===== config.mk =====
export PLATFORM = sky130hd
export DESIGN_NAME = image_swap_irq_ctrl
export DESIGN_NICKNAME = d
export VERILOG_FILES = /design/src/rtl/image_swap_irq_ctrl.sv
export SDC_FILE = /design/constraint.sdc
export NUM_CORES = 1
export LEC_CHECK = 0
export BUFFER_PORTS_ARGS = -buffer_cell sky130_fd_sc_hd__buf_2
export CELL_PAD_IN_SITES_DETAIL_PLACEMENT = 1
export CELL_PAD_IN_SITES_GLOBAL_PLACEMENT = 2
export CORE_ASPECT_RATIO = 1.1
export CORE_MARGIN = 8
export CORE_UTILIZATION = 25
export CTS_CLUSTER_SIZE = 16
export DETAILED_ROUTE_END_ITERATION = 8
export PLACE_DENSITY = 0.64
export SYNTH_ARGS = -nofsm -noshare
export SYNTH_HDL_FRONTEND = slang
export SYNTH_SLANG_ARGS = --single-unit

===== constraint.sdc =====
create_clock -name s_axi_aclk -period 27 [get_ports s_axi_aclk]
set_clock_uncertainty 0.15 [all_clocks]
set_input_delay 2.7 -clock s_axi_aclk [delete_from_list [all_inputs] [get_ports s_axi_aclk]]
set_output_delay 2.7 -clock s_axi_aclk [all_outputs]
set_load 0.05 [all_outputs]

===== src/rtl/image_swap_irq_ctrl.sv =====
// Multi-channel double-buffered image-update controller: raises per-channel IRQs on new-image
// requests, steers host data beats into the shadow bank and swaps banks on the next frame boundary.
module image_swap_irq_ctrl #(
  parameter int N_CH   = 4,
  parameter int CH_W   = 2,
  parameter int DATA_W = 128,
  parameter int ADDR_W = 12
) (
  input  logic              s_axi_aclk,
  input  logic              reset,
  input  logic              reg_wr_en,
  input  logic [3:0]        reg_wr_addr,
  input  logic [CH_W-1:0]   reg_wr_ch,
  input  logic [DATA_W-1:0] reg_wr_data,
  input  logic [N_CH-1:0]   image_change,
  input  logic              frame_start,
  output logic              buf_wr_en,
  output logic [CH_W-1:0]   buf_wr_ch,
  output logic [ADDR_W:0]   buf_wr_addr,
  output logic [DATA_W-1:0] buf_wr_data,
  output logic [N_CH-1:0]   irq_status,
  output logic              irq_signal,
  output logic [N_CH-1:0]   active_bank,
  output logic [N_CH-1:0]   swap,
  output logic [N_CH-1:0]   error
);

  localparam logic [3:0] CMD_SET_SIZE    = 4'd0;
  localparam logic [3:0] CMD_WRITE_DATA  = 4'd1;
  localparam logic [3:0] CMD_DATA_DONE   = 4'd2;
  localparam logic [3:0] CMD_NEW_IMAGE   = 4'd3;
  localparam logic [3:0] CMD_DEASSERT    = 4'd4;
  localparam logic [3:0] CMD_IRQ_ENABLE  = 4'd5;
  localparam logic [3:0] CMD_CLEAR_ERROR = 4'd6;

  localparam logic [ADDR_W:0] MAX_SIZE = {1'b1, {ADDR_W{1'b0}}};
  localparam logic [ADDR_W:0] CNT_ONE  = {{ADDR_W{1'b0}}, 1'b1};

  typedef enum logic [1:0] {
    ST_IDLE  = 2'd0,
    ST_REQ   = 2'd1,
    ST_LOAD  = 2'd2,
    ST_ARMED = 2'd3
  } state_t;

  state_t            state_r [N_CH];
  logic [ADDR_W:0]   cnt_r   [N_CH];
  logic [ADDR_W:0]   size_r  [N_CH];
  logic [N_CH-1:0]   defer_r;
  logic [N_CH-1:0]   irq_enable_r;
  logic [N_CH-1:0]   sync1_r;
  logic [N_CH-1:0]   sync2_r;
  logic [N_CH-1:0]   sync3_r;

  logic [N_CH-1:0]   trig_hw_s;
  logic [N_CH-1:0]   trig_s;
  logic [N_CH-1:0]   sel_s;
  logic              is_size_s;
  logic              is_write_s;
  logic              is_done_s;
  logic              is_new_s;
  logic              is_deassert_s;
  logic              is_enable_s;
  logic              is_clear_s;
  logic [ADDR_W:0]   size_sat_s;

  assign irq_signal = |(irq_status & irq_enable_r);

  // Command decode, request merging and image-size saturation.
  always_comb begin
    trig_hw_s     = sync2_r & ~sync3_r;
    is_size_s     = reg_wr_en && (reg_wr_addr == CMD_SET_SIZE);
    is_write_s    = reg_wr_en && (reg_wr_addr == CMD_WRITE_DATA);
    is_done_s     = reg_wr_en && (reg_wr_addr == CMD_DATA_DONE);
    is_new_s      = reg_wr_en && (reg_wr_addr == CMD_NEW_IMAGE);
    is_deassert_s = reg_wr_en && (reg_wr_addr == CMD_DEASSERT);
    is_enable_s   = reg_wr_en && (reg_wr_addr == CMD_IRQ_ENABLE);
    is_clear_s    = reg_wr_en && (reg_wr_addr == CMD_CLEAR_ERROR);
    sel_s         = {N_CH{1'b0}};
    for (int ch = 0; ch < N_CH; ch++) begin
      sel_s[ch] = reg_wr_en && (reg_wr_ch == CH_W'(ch));
    end
    trig_s = trig_hw_s | (sel_s & {N_CH{is_new_s}});
    if (reg_wr_data[ADDR_W:0] > MAX_SIZE) begin
      size_sat_s = MAX_SIZE;
    end else begin
      size_sat_s = reg_wr_data[ADDR_W:0];
    end
  end

  // Synchronizers, per-channel FSMs, bank control and buffer write port.
  always_ff @(posedge s_axi_aclk or posedge reset) begin
    if (reset) begin
      sync1_r      <= {N_CH{1'b0}};
      sync2_r      <= {N_CH{1'b0}};
      sync3_r      <= {N_CH{1'b0}};
      irq_enable_r <= {N_CH{1'b1}};
      defer_r      <= {N_CH{1'b0}};
      irq_status   <= {N_CH{1'b0}};
      active_bank  <= {N_CH{1'b0}};
      swap         <= {N_CH{1'b0}};
      error        <= {N_CH{1'b0}};
      buf_wr_en    <= 1'b0;
      buf_wr_ch    <= {CH_W{1'b0}};
      buf_wr_addr  <= {(ADDR_W+1){1'b0}};
      buf_wr_data  <= {DATA_W{1'b0}};
      for (int ch = 0; ch < N_CH; ch++) begin
        state_r[ch] <= ST_IDLE;
        cnt_r[ch]   <= {(ADDR_W+1){1'b0}};
        size_r[ch]  <= {(ADDR_W+1){1'b0}};
      end
    end else begin
      sync1_r   <= image_change;
      sync2_r   <= sync1_r;
      sync3_r   <= sync2_r;
      buf_wr_en <= 1'b0;
      if (is_enable_s) begin
        irq_enable_r <= reg_wr_data[N_CH-1:0];
      end
      for (int ch = 0; ch < N_CH; ch++) begin
        swap[ch] <= 1'b0;
        case (state_r[ch])
          ST_IDLE: begin
            // A fresh trigger and a deferred one collapse into a single request.
            if (trig_s[ch] || defer_r[ch]) begin
              state_r[ch]    <= ST_REQ;
              irq_status[ch] <= 1'b1;
              defer_r[ch]    <= 1'b0;
            end
            if (sel_s[ch] && (is_write_s || is_done_s || is_deassert_s)) begin
              error[ch] <= 1'b1;
            end
          end
          ST_REQ: begin
            if (sel_s[ch] && is_deassert_s) begin
              state_r[ch]    <= ST_LOAD;
              irq_status[ch] <= 1'b0;
              cnt_r[ch]      <= {(ADDR_W+1){1'b0}};
              if (trig_s[ch]) begin
                defer_r[ch] <= 1'b1;
              end
            end
            if (sel_s[ch] && (is_write_s || is_done_s)) begin
              error[ch] <= 1'b1;
            end
          end
          ST_LOAD: begin
            if (trig_s[ch]) begin
              defer_r[ch] <= 1'b1;
            end
            if (sel_s[ch] && is_write_s) begin
              if (cnt_r[ch] < size_r[ch]) begin
                buf_wr_en   <= 1'b1;
                buf_wr_ch   <= reg_wr_ch;
                buf_wr_addr <= {~active_bank[ch], cnt_r[ch][ADDR_W-1:0]};
                buf_wr_data <= reg_wr_data;
                cnt_r[ch]   <= cnt_r[ch] + CNT_ONE;
              end else begin
                error[ch] <= 1'b1;
              end
            end
            if (sel_s[ch] && is_done_s) begin
              if (cnt_r[ch] == size_r[ch]) begin
                state_r[ch] <= ST_ARMED;
              end else begin
                error[ch]   <= 1'b1;
                state_r[ch] <= ST_IDLE;
              end
            end
            if (sel_s[ch] && is_deassert_s) begin
              error[ch] <= 1'b1;
            end
          end
          ST_ARMED: begin
            if (trig_s[ch]) begin
              defer_r[ch] <= 1'b1;
            end
            if (frame_start) begin
              state_r[ch]     <= ST_IDLE;
              swap[ch]        <= 1'b1;
              active_bank[ch] <= ~active_bank[ch];
            end
            if (sel_s[ch] && (is_write_s || is_done_s || is_deassert_s)) begin
              error[ch] <= 1'b1;
            end
          end
          default: begin
            state_r[ch] <= ST_IDLE;
          end
        endcase
        if (sel_s[ch] && is_size_s) begin
          if (state_r[ch] == ST_IDLE) begin
            size_r[ch] <= size_sat_s;
          end else begin
            error[ch] <= 1'b1;
          end
        end
        if (sel_s[ch] && is_clear_s) begin
          error[ch] <= 1'b0;
        end
      end
    end
  end

endmodule

==> out/qor.yml, run 1 <==
run_status:
  status: "completed"
timing:
  finalCriticalPeriod_ps: 6460
  fin_ws_ps: 20540
  final-setup-viol-count: 0
  hold_viol_final: 0
  rsz0062_at_grt: "false"
  finalCritPeriodShare_pct: 23.9
  slew_headroom_pct: 29.5
  worstMarginPinSlew_ps: 1050
  fmax_ghz: 0.155
  hold_ws_ps: 195
  slew_violations: 0
  fin_tns_setup_ps: 0
critical_path:
  crit_arrival_ps: 6730
  cp-startpoint: "reg_wr_addr[2]"
  r2r_slack_ps: 21970
  startpoint_type: "primary input"
  crit_path_end_kind: "flip-flop"
  path_class: "in -> reg"
  r2r-start: "cnt_r[23]"
  critPathMaxFanout: 72
  r2r_end: "buf_wr_data[4]"
  worst_r2r_path_depth: 9
  required_ps: 27270
  crit_end: "buf_wr_data[4]"
clock_tree:
  cts-resized-gates: 0
  htree_levels: 2
  cts_setup_buffers: 0
  clkLatencyLatePin_ps: 540
  cts_hold_buf: 0
  clk_pin_slew_ps: 50
  cts_num_sinks: 292
  max-clock-path-buffers: 3
  cts_tree: "done"
  cts_root_buffer: "clkbuf_16"
  cts-buffers-inserted: 36
run:
  maxCapViolCount: 0
place:
  post-place-cells: 2250
  post-place-ws_ps: 19900
  gp_congestion: 0.796
  numPortBuffers: 302
  postPlaceCellArea_um2: 16300
  dp_hpwl_um: 37100
routing:
  routed_wl_um: 48400
  dr.pass1.iters: 5
  drc: 0
  route.detailed.wl_per_inst_um: 20.9
  via_count: 10900
  first_iter_violations: 477
  routed_via_density: 4.71
  drtAntennaViolNets: 0
pwr:
  powerDensity_nw_per_um2: 72.8
  total_power_mw: 1.27
  ir_drop_v: 0.0000392
  p_leak_nw: 8.68
logic_synthesis:
  synth-seq-cells: 292
  async_reset_ff_share_pct: 100
  yosys_warnings: 0
  synth.largest_area_cell: "dfrtp_1"
  synthFlopType: "dfrtp_1"
  ys_seq_area_share_pct: 52.3
  synth_edf_count: 0
  synth_top_area_share_pct: 51.5
  synth_fp_nets: 1455
  synth.distinct_cells: 71
  netlist_instances: 1241
  netlist_top_cells_area: "dfrtp_1 52%, mux2_2 12%, ha_1 6.4%, o21ai_0 3.5%, nand2_1 2.5%"
  syn-cell-area_um2: 14000
  syn_avg_cell_area_um2: 11.3
finish:
  areaGrowthSynthToFinish_pct: 24.9
  drive_gt1_share_pct: 34.5
  fillCellCount: 6299
  stdcell_count: 2314
  utilization_pct: 31.4
  fin_nets: 1758
  fin_area_um2: 17500
global_routing:
  antenna_found_initial: 4
  grt_usage_pct: 15.0
  grt_max_degree: 164
  overflow: 0
  grt_first_pass_wirelength_um: 75100
  grt_pass1_vias: 12100
floorplan:
  dieArea_um2: 63800
  die_h_um: 264
  num_rows: 91
  core_region_area_um2: 55700
  start_util_pct: 25.1
  io_pins: 303
  die_width_um: 242
min_path:
  hold_class: "reg -> reg"
-- critical path: stages --
cell	delay, ps
buf_2	120
or3b_1	470
nor2_4	230
nand3_1	160
nor4_4	820
nor2_1	230
nand2_4	620
buf_4	820
mux2_2	420
-- synthesized netlist by cell type (14+ instances only) --
cell	number
a211oi_1	19
a21oi_1	49
clkbuf_1	23
dfrtp_1	288
ha_1	72
inv_1	80
mux2_2	152
nand2_1	92
nand3_1	45
nand4_1	17
nor2_1	54
nor2b_1	14
o21ai_0	98
or3_1	19
-- layer usage --
metal	track usage, %	wire (um)	up-vias
met4	3.92	1100	4
met5	0	25	-
met3	5.22	3860	69
li1	-	-	5062
met2	25.1	22900	337
met1	18.2	20500	5437
-- how the worst min path moves through the flow --
stage	start	slack [ps]	depth (start not counted)	end
global placement	sync1_r[1]	190	0	sync2_r[1]
CTS	sync1_r[1]	200	0	sync2_r[1]
finish	sync1_r[1]	200	0	sync2_r[1]
floorplan	sync1_r[0]	180	0	sync2_r[0]
global route	sync1_r[1]	200	0	sync2_r[1]
detailed placement	sync1_r[1]	190	0	sync2_r[1]
-- registers in the layout, indices dropped and copies added (netlist names), 4 cells and up --
signal        flops
swap              4
size_r           52
irq_enable_r      4
cnt_r            52
sync3_r           4
irq_status        4
error             4
buf_wr_data     128
buf_wr_addr      13
state_r           8
sync1_r           4
defer_r           4
active_bank       4
sync2_r           4
-- cells in the final DEF (no fill, tap or decap), types with 13 or more instances in the layout --
| cell type | netlist | routed |
|---|---|---|
| nand2_1 | 92 | 91 |
| nand3_1 | 45 | 45 |
| ha_1 | 72 | 72 |
| buf_2 | 7 | 302 |
| a21oi_1 | 49 | 48 |
| mux2_2 | 152 | 152 |
| dfrtp_1 | 288 | 288 |
| a221o_1 | 13 | 13 |
| nor2b_1 | 14 | 14 |
| o21ai_0 | 98 | 98 |
| or3_1 | 19 | 19 |
| nand4_1 | 17 | 17 |
| clkbuf_16 | 0 | 37 |
| inv_1 | 80 | 79 |
| a211oi_1 | 19 | 19 |
| nor2_1 | 54 | 54 |
-- layout make-up --
type	instances	area (um2)	area share (%)
Sequential cell	292	7310	41.8
Inverter	80	308	1.76
Clock inverter	12	116	0.666
Tap cell	744	931	5.33
Clock buffer	51	1050	6.00
Timing Repair Buffer	309	1580	9.02
Antenna cell	1	2.50	0.0143
Multi-Input combinational cell	825	6190	35.4
-- report_power, final --
part | switching [mW] | total (mW) | internal [mW]
Sequential | 0.0313 | 0.506 | 0.474
Clock | 0.190 | 0.480 | 0.289
Combinational | 0.198 | 0.288 | 0.0905
-- cell families (layout without fill, tap and decap cells) --
logic type | after synthesis | count (layout) | share of synthesized area (%)
mux | 164 | 164 | 13.1
flops | 292 | 292 | 52.3
fa+ha+maj | 72 | 72 | 6.44
buf+inv | 124 | 452 | 3.75
compound gates | 256 | 256 | 11.8
simple gates | 315 | 315 | 11.5
xor+xnor | 18 | 18 | 1.13
other cells | 0 | 1 | 0
(Power assumes the default switching activity.)
==> run 2, diff against run 1 <==
--- a/config.mk
+++ b/config.mk
@@ -5,6 +5,7 @@
 export SDC_FILE = /design/constraint.sdc
 export NUM_CORES = 1
 export LEC_CHECK = 0
+export ABC_AREA = 1
 export BUFFER_PORTS_ARGS = -buffer_cell sky130_fd_sc_hd__buf_2
 export CELL_PAD_IN_SITES_DETAIL_PLACEMENT = 1
 export CELL_PAD_IN_SITES_GLOBAL_PLACEMENT = 2
@@ -13,7 +14,7 @@
 export CORE_UTILIZATION = 25
 export CTS_CLUSTER_SIZE = 16
 export DETAILED_ROUTE_END_ITERATION = 8
-export PLACE_DENSITY = 0.64
+export PLACE_DENSITY = 0.72
 export SYNTH_ARGS = -nofsm -noshare
 export SYNTH_HDL_FRONTEND = slang
 export SYNTH_SLANG_ARGS = --single-unit
==> constraint.sdc (replaced) <==
create_clock -name s_axi_aclk -period 5.9 [get_ports s_axi_aclk]
set_clock_uncertainty 0.15 [all_clocks]
set_input_delay 0.59 -clock s_axi_aclk [delete_from_list [all_inputs] [get_ports s_axi_aclk]]
set_output_delay 0.59 -clock s_axi_aclk [all_outputs]
set_load 0.05 [all_outputs]
==> run 2 against run 1 <==
  * Cell count rose by 26%
  * Critical endpoint is now buf_wr_data[103]
  * Worst hold slack worse by 120 ps
  * Worst setup slack got worse by 19000 ps
  * Utilization decreased by 0.074 points
  * Synthesized cell count rose by 46%
  * Wire length grew 18%
  * First-iteration DRC count increased by 68%
  * Largest power group unchanged
  * Clock power rose to 4.8 times the previous value
==> out/qor.yml, run 2 <==
pwr:
  ir_drop_v: 0.000187
  powerDensity_nw_per_um2: 389
  p_leak_nw: 9.65
place:
  gp_congestion: 0.870
  dp_hpwl_um: 43600
  post-place-cells: 2831
  numPortBuffers: 302
finish:
  areaGrowthSynthToFinish_pct: 24.8
  mostFrequentLayoutCell: "nand2_1"
  final_cell_mix: "670 x nand2_1, 302 x buf_2, 288 x dfrtp_1, 206 x inv_1, 85 x o21ai_0"
  largest_reg_flops: 128
  top_register: "buf_wr_data"
  drive_gt1_share_pct: 18.9
  reg_top3: "buf_wr_data x128, cnt_r x52, size_r x52"
  stdcell_count: 2912
  fin_nets: 2331
  utilization_pct: 31.3
  fillCellCount: 7040
clock_tree:
  cts_root_buffer: "clkbuf_16"
  cts_tree: "done"
  cts-buffers-inserted: 39
  cts_setup_buffers: 0
  cts_num_sinks: 292
  clk_pin_slew_ps: 60
  clkLatencyLatePin_ps: 550
  max-clock-path-buffers: 3
  cts_hold_buf: 5
  cts-resized-gates: 0
  htree_levels: 2
timing:
  final-setup-viol-count: 0
  finalCritPeriodShare_pct: 73.3
  worstMarginPinSlew_ps: 1110
  hold_ws_ps: 76.4
  hold_viol_final: 0
  slew_headroom_pct: 25.8
  finalCriticalPeriod_ps: 4320
  fmax_ghz: 0.231
  slew_violations: 0
  fin_tns_setup_ps: 0
  rsz0062_at_grt: "false"
logic_synthesis:
  yosys.area_share.xor_xnor_pct: 1.86
  syn-cell-area_um2: 14600
  synth-simple-area-share_pct: 26.6
  synth-compound-area-share_pct: 8.13
  synthAdderAreaFrac_pct: 6.17
  synth.largest_area_cell: "dfrtp_1"
  ys_seq_area_share_pct: 50.1
  synth-seq-cells: 292
  post-synth-top-count-cell: "nand2_1"
  yosys-mux-area-fraction_pct: 0
  synth_fp_nets: 2028
  synthFlopType: "dfrtp_1"
  synth_top_area_share_pct: 49.3
  synth_top_family_by_area: "simple AND/OR/NAND/NOR gates"
  synth_edf_count: 0
  netlist_top_cells_area: "dfrtp_1 49%, nand2_1 17%, ha_1 6.2%, inv_1 5.3%, o21ai_0 2.9%"
  syn_avg_cell_area_um2: 8.05
  yosys_warnings: 0
  synth.distinct_cells: 39
  synth_common_cells: "670 x nand2_1, 288 x dfrtp_1, 207 x inv_1, 85 x o21ai_0, 83 x nor2_1"
  async_reset_ff_share_pct: 100
  netlist_instances: 1814
floorplan:
  dieArea_um2: 66400
  core_region_area_um2: 58200
  num_rows: 93
  start_util_pct: 25.1
  die_width_um: 246
  io_pins: 303
  die_h_um: 269
routing:
  drc: 0
  via_count: 13200
  routed_wl_um: 57000
  first_iter_violations: 802
  route.detailed.wl_per_inst_um: 19.6
  dr.pass1.iters: 5
  drtAntennaViolNets: 0
  routed_via_density: 4.53
critical_path:
  cp.buffers_inverters: 4
  crit_path_end_kind: "flip-flop"
  crit_arrival_ps: 4660
  critPathMaxFanout: 100
  cp-startpoint: "state_r[6]"
  r2r_slack_ps: 1580
  worst_r2r_path_depth: 11
  r2r-start: "state_r[6]"
  startpoint_type: "flip-flop"
  max_stage_delay_ps: 930
  worstPathCellList: "inv_1 > ha_1 > inv_1 > nor2_4 > nand3_1 > buf_4 > nand3_1 > nor2_4 > buf_4 > nand2_1 > nand2_1"
  r2r_end: "buf_wr_data[103]"
  required_ps: 6240
  path_class: "reg -> reg"
  path_delay_family: "buffers and inverters"
  slowest_stage: "buf_4"
min_path:
  min_to: "buf_wr_data[94]"
  whs_path_depth: 3
  hold_class: "in -> reg"
  hp-start: "reg_wr_data[94]"
global_routing:
  grt_pass1_vias: 14400
  grt_usage_pct: 17.0
  grt_first_pass_wirelength_um: 87900
  overflow: 0
  grt_max_degree: 153
  antenna_found_initial: 12
run_status:
  status: "completed"
run:
  maxCapViolCount: 0
==> run 2: cell types whose count changed in the layout (fill, tap and decap cells not counted), moves of 22 or more <==
cell,before,now
nand3_1,45,67
nand2_1,91,670
nor2_1,54,83
mux2_2,152,0
nor3_1,10,38
o21ai_1,1,38
inv_1,79,206
==> run 2: metal layers <==
metal | wire length, um | GRT usage (%) | part of all wire [%] | vias up
li1 | - | - | - | 6399
met1 | 23700 | 20.3 | 41 | 6454
met2 | 29400 | 30.4 | 52 | 217
met3 | 1600 | 1.88 | 2.8 | 112
met4 | 2340 | 7.53 | 4.1 | 0
met5 | 0 | 0 | 0 | -
==> run 2: how the worst max path moves through the flow <==
| stage | end | slack [ps] | cells past startpoint |
|---|---|---|---|
| 2_1_floorplan | active_bank[0] | 1290 | 1 |
| 3_3_place_gp | buf_wr_data[73] | 1710 | 10 |
| 6_report | buf_wr_data[103] | 1580 | 11 |
| 4_1_cts | buf_wr_data[103] | 1540 | 11 |
| 3_5_place_dp | buf_wr_data[121] | 1560 | 11 |
| 5_1_grt | buf_wr_data[6] | 1200 | 10 |
==> run 2: power by group <==
| group | total (mW) | switching [mW] | internal (mW) | leakage (nW) |
|---|---|---|---|---|
| Clock | 2.32 | 0.931 | 1.38 | 0.620 |
| Combinational | 2.24 | 1.73 | 0.509 | 5.18 |
| Sequential | 2.54 | 0.221 | 2.32 | 3.85 |
| Total | 7.09 | 2.88 | 4.21 | 9.65 |
==> run 2: logic make-up after synthesis <==
group | after synthesis
xor gates and xnor gates | 31
buffers and inverters | 263
and+or+nand+nor | 938
DFF | 292
AOI/OAI and AO/OA | 218
adders and majority gates | 72
==> run 2: metrics by stage <==
stage	area, um2	worst slack [ps]	power (mW)
floorplan	14600	1290	4.09
global placement	16900	1710	4.78
detailed placement	16900	1560	4.84
CTS	18200	1540	7.22
global route	18200	1200	7.49
finish	18200	1580	7.09
==> run 2: tightest hold or removal path, stage by stage <==
cell	delay, ps
buf_2	70
nand2_1	40
nand2_1	40
==> run 2: layout make-up <==
type	instances	area (um2)	area share, %
sequential	292	7310	40.1
multi-input combinational	1259	6250	34.3
timing repair buffer	312	1640	8.98
clock buffer	56	1140	6.25
tap	760	951	5.22
inverter	213	803	4.41
clock inverter	11	106	0.584
antenna	9	22.5	0.124
